### config.mk
export PLATFORM = sky130hd
export DESIGN_NAME = game_session_ctrl
export DESIGN_NICKNAME = d
export VERILOG_FILES = /design/src/rtl/dino_pkg.sv /design/src/rtl/bcd_mmss_counter.sv /design/src/rtl/game_session_ctrl.sv
export SDC_FILE = /design/constraint.sdc
export NUM_CORES = 1
export LEC_CHECK = 0
export BUFFER_PORTS_ARGS = -buffer_cell sky130_fd_sc_hd__buf_2
export CELL_PAD_IN_SITES_DETAIL_PLACEMENT = 0
export CELL_PAD_IN_SITES_GLOBAL_PLACEMENT = 1
export CORE_MARGIN = 2
export CORE_UTILIZATION = 40
export DETAILED_ROUTE_END_ITERATION = 6
export GPL_TIMING_DRIVEN = 0
export PLACE_DENSITY_LB_ADDON = 0.1
export SYNTH_ARGS = -nofsm -noshare
export SYNTH_HDL_FRONTEND = slang
export SYNTH_SLANG_ARGS = --single-unit
### constraint.sdc
create_clock -name clk -period 4.2 [get_ports clk]
set_input_delay 0.84 -clock clk [delete_from_list [all_inputs] [get_ports clk]]
set_output_delay 0.84 -clock clk [all_outputs]
set_load 0.005 [all_outputs]
### src/rtl/dino_pkg.sv
// Shared types and constants for the dino game session control path.
package dino_pkg;

  typedef enum logic [1:0] {
    ST_IDLE  = 2'd0,
    ST_RUN   = 2'd1,
    ST_PAUSE = 2'd2,
    ST_OVER  = 2'd3
  } state_t;

  // BCD {min_tens, min_ones, sec_tens, sec_ones}
  localparam logic [15:0] BCD_TIME_MAX  = 16'h9959;
  localparam logic [15:0] BCD_TIME_ZERO = 16'h0000;

endpackage

### src/rtl/bcd_mmss_counter.sv
// BCD mm:ss counter: synchronous clear, one-second increment, saturates at 99:59.
module bcd_mmss_counter
  import dino_pkg::*;
(
  input  logic        clk,
  input  logic        rst_n,
  input  logic        clear,
  input  logic        inc,
  output logic [15:0] value
);

  logic [15:0] value_next;

  // Carry chain: sec_ones 9->0, sec_tens 5->0, min_ones 9->0, min_tens up
  always_comb begin
    value_next = value;
    if (value[3:0] != 4'd9) begin
      value_next[3:0] = value[3:0] + 4'd1;
    end else begin
      value_next[3:0] = 4'd0;
      if (value[7:4] != 4'd5) begin
        value_next[7:4] = value[7:4] + 4'd1;
      end else begin
        value_next[7:4] = 4'd0;
        if (value[11:8] != 4'd9) begin
          value_next[11:8] = value[11:8] + 4'd1;
        end else begin
          value_next[11:8]  = 4'd0;
          value_next[15:12] = value[15:12] + 4'd1;
        end
      end
    end
  end

  // Time register; the max check keeps min_tens from ever passing 9
  always_ff @(posedge clk or negedge rst_n) begin
    if (!rst_n) begin
      value <= BCD_TIME_ZERO;
    end else if (clear) begin
      value <= BCD_TIME_ZERO;
    end else if (inc && (value != BCD_TIME_MAX)) begin
      value <= value_next;
    end
  end

endmodule

### src/rtl/game_session_ctrl.sv
// Session sequencer: IDLE/RUN/PAUSE/OVER FSM, vsync-driven stopwatch,
// best-time record and seven-segment source selection.
// Optional feature macro: GAME_BEST_TIME_EN (best time + display alternation).
module game_session_ctrl
  import dino_pkg::*;
#(
  parameter int FRAMES_PER_SEC = 60,
  parameter int ALT_FRAMES     = 120
) (
  input  logic        clk,
  input  logic        rst_n,
  input  logic        start_pulse,
  input  logic        pause_pulse,
  input  logic        collision,
  input  logic        vsync,
  output logic        game_active,
  output logic        paused,
  output logic        game_over,
  output logic [15:0] cur_time,
  output logic [15:0] best_time,
  output logic [15:0] disp_nums,
  output logic        disp_best
);

  localparam int FRAME_W = (FRAMES_PER_SEC > 1) ? $clog2(FRAMES_PER_SEC) : 1;
  localparam logic [FRAME_W-1:0] FRAME_LAST = FRAME_W'(FRAMES_PER_SEC - 1);

  state_t state, next_state;
  logic   vsync_p0, vsync_p1, vsync_p2;
  logic   tick;
  logic   clear_time;
  logic   count_tick;
  logic   sec_inc;
  logic [FRAME_W-1:0] frame_cnt;

  // Two-flop synchronizer followed by an edge register
  always_ff @(posedge clk or negedge rst_n) begin
    if (!rst_n) begin
      vsync_p0 <= 1'b0;
      vsync_p1 <= 1'b0;
      vsync_p2 <= 1'b0;
    end else begin
      vsync_p0 <= vsync;
      vsync_p1 <= vsync_p0;
      vsync_p2 <= vsync_p1;
    end
  end

  assign tick = vsync_p1 & ~vsync_p2;

  // State register
  always_ff @(posedge clk or negedge rst_n) begin
    if (!rst_n) state <= ST_IDLE;
    else        state <= next_state;
  end

  // Next state; collision outranks pause in RUN and drops a coincident tick
  always_comb begin
    next_state = state;
    clear_time = 1'b0;
    count_tick = 1'b0;
    case (state)
      ST_IDLE, ST_OVER: begin
        if (start_pulse) begin
          clear_time = 1'b1;
          next_state = ST_RUN;
        end
      end
      ST_RUN: begin
        if (collision) begin
          next_state = ST_OVER;
        end else begin
          count_tick = tick;
          if (pause_pulse) next_state = ST_PAUSE;
        end
      end
      ST_PAUSE: begin
        if (pause_pulse || start_pulse) next_state = ST_RUN;
      end
      default: next_state = ST_IDLE;
    endcase
  end

  // Frame counter; wraps every second and keeps wrapping after saturation
  always_ff @(posedge clk or negedge rst_n) begin
    if (!rst_n) begin
      frame_cnt <= '0;
    end else if (clear_time) begin
      frame_cnt <= '0;
    end else if (count_tick) begin
      if (frame_cnt == FRAME_LAST) frame_cnt <= '0;
      else                         frame_cnt <= frame_cnt + 1'b1;
    end
  end

  assign sec_inc = count_tick && (frame_cnt == FRAME_LAST);

  bcd_mmss_counter u_time (
    .clk   (clk),
    .rst_n (rst_n),
    .clear (clear_time),
    .inc   (sec_inc),
    .value (cur_time)
  );

  assign game_active = (state == ST_RUN);
  assign paused      = (state == ST_PAUSE);
  assign game_over   = (state == ST_OVER);

`ifdef GAME_BEST_TIME_EN
  localparam int ALT_W = (ALT_FRAMES > 1) ? $clog2(ALT_FRAMES) : 1;
  localparam logic [ALT_W-1:0] ALT_LAST = ALT_W'(ALT_FRAMES - 1);

  logic [15:0]      best_q;
  logic             disp_q;
  logic [ALT_W-1:0] alt_cnt;

  // Best time loads on the edge that leaves RUN for OVER; BCD compares as unsigned
  always_ff @(posedge clk or negedge rst_n) begin
    if (!rst_n) begin
      best_q <= BCD_TIME_ZERO;
    end else if ((state == ST_RUN) && collision && (cur_time > best_q)) begin
      best_q <= cur_time;
    end
  end

  // Display alternation: held clear in RUN/PAUSE, toggles every ALT_FRAMES ticks otherwise
  always_ff @(posedge clk or negedge rst_n) begin
    if (!rst_n) begin
      alt_cnt <= '0;
      disp_q  <= 1'b0;
    end else if ((next_state == ST_RUN) || (next_state == ST_PAUSE)) begin
      alt_cnt <= '0;
      disp_q  <= 1'b0;
    end else if (tick && ((state == ST_IDLE) || (state == ST_OVER))) begin
      if (alt_cnt == ALT_LAST) begin
        alt_cnt <= '0;
        disp_q  <= ~disp_q;
      end else begin
        alt_cnt <= alt_cnt + 1'b1;
      end
    end
  end

  assign best_time = best_q;
  assign disp_best = disp_q;
  assign disp_nums = disp_q ? best_q : cur_time;
`else
  assign best_time = BCD_TIME_ZERO;
  assign disp_best = 1'b0;
  assign disp_nums = cur_time;
`endif

endmodule

Word-level counts from Yosys, hierarchy flattened:

Cells that the tools add are included.

* register bits: 27
* output and inout port bits: 52

* $add $sub $neg: 5
* equality and inequality tests: 14
* mux-type cells: 20
* bitwise logic cells: 2
* reductions and logical operators: 11

Operator list (count)
* $mux W16: 2
* $mux W6: 3
* $add A4 B1 Y4 const B: 4
* $mux W4: 4
* $ne A16 B16 Y1 const B: 1
* $mux W12: 1
* $mux W2: 4
* $mux W8: 1
* $ne A2 B2 Y1 const B: 4
* $ne A4 B4 Y1 const B: 2
* $add A6 B1 Y6 const B: 1
* $eq A6 B6 Y1 const B: 1
* $pmux W2 S3: 1
* $reduce_and A3 Y1: 2
* $eq A2 B2 Y1 const B: 2
* $mux W1: 4
* $ne A4 B3 Y1 const B: 1
* $reduce_and A4 Y1: 1
* $reduce_bool A2 Y1: 2
* $ne A3 B3 Y1 const B: 1
* $eq A2 B1 Y1 const B: 1
* $logic_and A1 B1 Y1: 2
* $logic_not A2 Y1: 1
* $ne A2 B1 Y1 const B: 1
* 5 further kinds: 5

Longest topological paths before layout:

* word-level depth: 8
* depth in mapped cells: 7
* depth with buffers taken out: 6

Modules after synthesis:

Synthesis repeated with hierarchy kept, for this count alone.

* cells, all modules: 191
* area total of the unflattened synthesis: 1826.8 um^2

Modules (own cells, without submodules)
* bcd_mmss_counter: instances 1, cells each 99, area an instance 994.7 um^2, seq. area each 400.4 um^2
* game_session_ctrl: instances 1, cells each 92, area an instance 832.0 um^2, seq. area each 275.3 um^2

Worst setup path before layout:

OpenSTA, ideal clock, no wires.

* path kind: in2reg
* start: input collision
* end: register u_time.value[11]
* library setup time: 78 ps
* arrival time: 1944 ps
* slack: 2178 ps
* stages on the path: 4
* path buffers: 0
* cells stage by stage: and4bb_4 nand4_4 or4_1 a21oi_1

* longest elaborated chain between the ends: 6

Ends and longest elaborated chain
* from (decl): RTL line game_session_ctrl.sv:14 `input logic collision,`
* $mux W1: RTL line game_session_ctrl.sv:70 `if (collision) begin`
* $mux W1: RTL line game_session_ctrl.sv:62 `case (state)`
* $logic_and A1 B1 Y1: RTL line game_session_ctrl.sv:96 `assign sec_inc = count_tick && (frame_cnt == FRAME_LAST);`
* $logic_and A1 B1 Y1: RTL line bcd_mmss_counter.sv:41 `end else if (inc && (value != BCD_TIME_MAX)) begin`
* $reduce_bool A2 Y1 (no source line)
* $reduce_and A3 Y1 (no source line)
* to (signal assigned): RTL line bcd_mmss_counter.sv:42 `value <= value_next;`
* to (decl): RTL line bcd_mmss_counter.sv:9 `output logic [15:0] value`

No other way between the ends.
A chain may end at the register's enable or synchronous reset.

Worst setup path after layout:

* start: register state[1]
* end: register u_time.value[5]

* longest elaborated chain between the ends: 6

Ends and longest elaborated chain
* from (decl): RTL line game_session_ctrl.sv:28 `state_t state, next_state;`
* from (signal assigned): RTL line game_session_ctrl.sv:54 `else state <= next_state;`
* $eq A2 B1 Y1: RTL line game_session_ctrl.sv:62
* $mux W1: RTL line game_session_ctrl.sv:62
* $logic_and A1 B1 Y1: RTL line game_session_ctrl.sv:96
* $logic_and A1 B1 Y1: RTL line bcd_mmss_counter.sv:41
* $reduce_bool A2 Y1 (no source line)
* $reduce_and A2 Y1 (no source line)

Parallel ways exist; a longest one is shown, timed or not.

==> results.json <==
{
  "cp.required_ns": 4.35,
  "max-cap-violations": 0,
  "io_pins": 58,
  "cp_max_fo": 10,
  "synth_edf_count": 0,
  "grtUsageTotal_pct": 14.5,
  "path_cells": "inv_1 > ha_1 > and4bb_4 > nand4_4 > buf_2 > o21ai_1 > o21ai_0",
  "syn_area_mm2": 0.00181,
  "grt_antenna_before_repair": 0,
  "hold_class": "reg -> reg",
  "syn_to_final_growth_pct": 20.5,
  "nets": 275,
  "p_leak_uw": 0.00115,
  "critical_path.top_delay_family": "compound AO/OA/AOI/OAI gates",
  "synth_top_area_share_pct": 37.3,
  "root_buffer": "clkbuf_8",
  "design.core.area_mm2": 0.00435,
  "finalCritPeriodShare_pct": 49.7,
  "clk_latency_ns": 0.28,
  "clk_path_buf_depth": 2,
  "dp.cells": 304,
  "synth_top_area_cell": "dfrtp_1",
  "tritoncts": "yes",
  "yosys_warnings": 0,
  "grt_start_max_net_pins": 28,
  "arrival_ns": 2.24,
  "hpwlAfterDp_um": 2700,
  "slowest_stage": "dfrtp_1",
  "timing.fmax_mhz": 479,
  "die_h_um": 71.3,
  "setup_viol": 0,
  "yosys_register_bits": 27,
  "dr_total_vias": 1498,
  "slew_violations": 0,
  "drt-total-wl_um": 3640,
  "viasPerCell": 4.86,
  "rsz0062_at_grt": "no",
  "start_kind": "register",
  "cpPeakStageDelay_ns": 0.42,
  "port_buffers": 40,
  "syn_inst": 196,
  "worstMarginPinSlew_ns": 0.626,
  "drc": 0,
  "synth_most_common_cell": "buf_4",
  "end_kind": "register",
  "grt_pass1_wl_um": 5980,
  "gp_congestion": 0.717,
  "ys_seq_area_share_pct": 37.3,
  "finalSetupTns_ns": 0,
  "path_clk_slew_ns": 0.10,
  "drive_gt1_share_pct": 33.2,
  "status": "completed",
  "maxSlewHeadroom_pct": 58.3,
  "dieWidth_um": 71.3,
  "cts_sinks": 27,
  "synthArstFlopShare_pct": 100,
  "hold_viol_final": 0,
  "dieArea_mm2": 0.00508,
  "ir_drop_uv": 120,
  "initial_utilization_pct": 41.6,
  "h-tree-depth": 1,
  "synth_area_leaders": "dfrtp_1 (37%), buf_4 (14%), ha_1 (8.3%), a21oi_1 (3.6%), o21ai_0 (3.6%)",
  "final_antenna_net_count": 0,
  "cts-buffers-inserted": 3,
  "syn_area_per_cell_um2": 9.23,
  "critPathBufInv": 2,
  "diodes": 0,
  "routedWlPerCell_um": 11.8,
  "synth_common_cells": "buf_4 (33), dfrtp_1 (27), inv_1 (14), a21oi_1 (13), o21ai_0 (13)",
  "cts_hold_buf": 0,
  "power_density_mw_per_mm2": 323,
  "layout.cells.non_filler": 308,
  "grt_pass1_vias": 1338,
  "post-cts-setup-buffers": 0,
  "cts_resized": 0,
  "dr.pass1.iters": 4,
  "period_minus_slack_ns": 2.09,
  "fp-row-count": 24,
  "synth_flop_cell": "dfrtp_1",
  "first_iter_violations": 70,
  "worstSetupPathType": "reg -> reg",
  "skew_ns": 0.0124,
  "ys_types": 40,
  "grt-ovfl-total": 0
}
## report_power, final
part / switching, µW / internal [µW]
combinational: 128 / 105
clock: 87.1 / 66.7
sequential: 28.8 / 287
total: 244 / 459
## per-layer routing
metal	vias up	track usage, %	routed length [µm]
met1	680	20.5	1830
met3	5	2.11	185
met4	0	5.66	51
met5	-	0	0
met2	41	22.5	1580
li1	772	-	-
## final cells by class
| type | instances | area (µm²) |
|---|---|---|
| fillers | 447 | 2170 |
| clock inverters | 1 | 5.00 |
| multi-input cells | 135 | 881 |
| inverters | 14 | 52.6 |
| repair buffers | 40 | 200 |
| well taps | 52 | 65.1 |
| clock buffers | 3 | 41.3 |
| plain buffers | 36 | 260 |
| flip-flops and latches | 27 | 676 |
## cells by family (layout without fill, tap and decap cells)
kind of cell / after synthesis / in the layout / share of synthesized area (%)
simple gates: 63 / 63 / 22.3
buf+inv: 50 / 94 / 17.3
compound gates: 41 / 41 / 13.4
flops: 27 / 27 / 37.3
fa+ha+maj: 12 / 12 / 8.30
mux: 2 / 2 / 1.18
other cells: 1 / 17 / 0.207
## flip-flops by register name, summed over array words and instances (netlist names)
name and flops:
u_time.value 16, frame_cnt 6, state 2, vsync_p0 1, vsync_p1 1, vsync_p2 1
## metrics by stage
stage	setup slack [ns]	util, %	hold slack (ns)	instance area [µm²]	power (µW)
finish	2.11	50.1	0.361	2180	703
detailed placement	1.83	49.0	0.346	2130	558
floorplan	2.18	-	0.331	1870	479
CTS	2.13	50.1	0.369	2180	714
global route	1.93	50.1	0.378	2180	762
global placement	1.81	49.0	0.334	2130	557
## layout by cell type (no fill, tap or decap), types with 2 or more instances in the layout
master	netlist	final
clkbuf_1	2	2
buf_2	1	41
conb_1	1	17
o21ai_0	13	13
nor4_1	2	2
nor2_1	4	4
clkbuf_8	0	3
o211ai_1	2	2
nand4b_1	2	2
nand3_1	10	10
ha_1	12	12
dfrtp_1	27	27
or4_1	8	8
o31ai_1	3	3
or3_1	4	4
inv_1	14	14
buf_4	33	33
a31oi_1	2	2
a21oi_1	13	13
and2_1	2	2
a31o_2	2	2
nor3_1	5	5
and3b_1	3	3
nand2_1	11	11
nand3b_1	4	4
## final timing paths
check,from,endpoint,slack (ns),depth (start not counted)
setup / recovery,state[1],u_time.value[5],2.11,7
hold / removal,vsync_p0,vsync_p1,0.36,0
setup reg to reg,state[1],u_time.value[5],2.11,7
hold reg to reg,vsync_p0,vsync_p1,0.36,0
max in group asynchronous,rst_n,state[1],3.22,1
min in group asynchronous,rst_n,u_time.value[7],0.56,1
No activity file was read; power rests on OpenSTA's default activity.
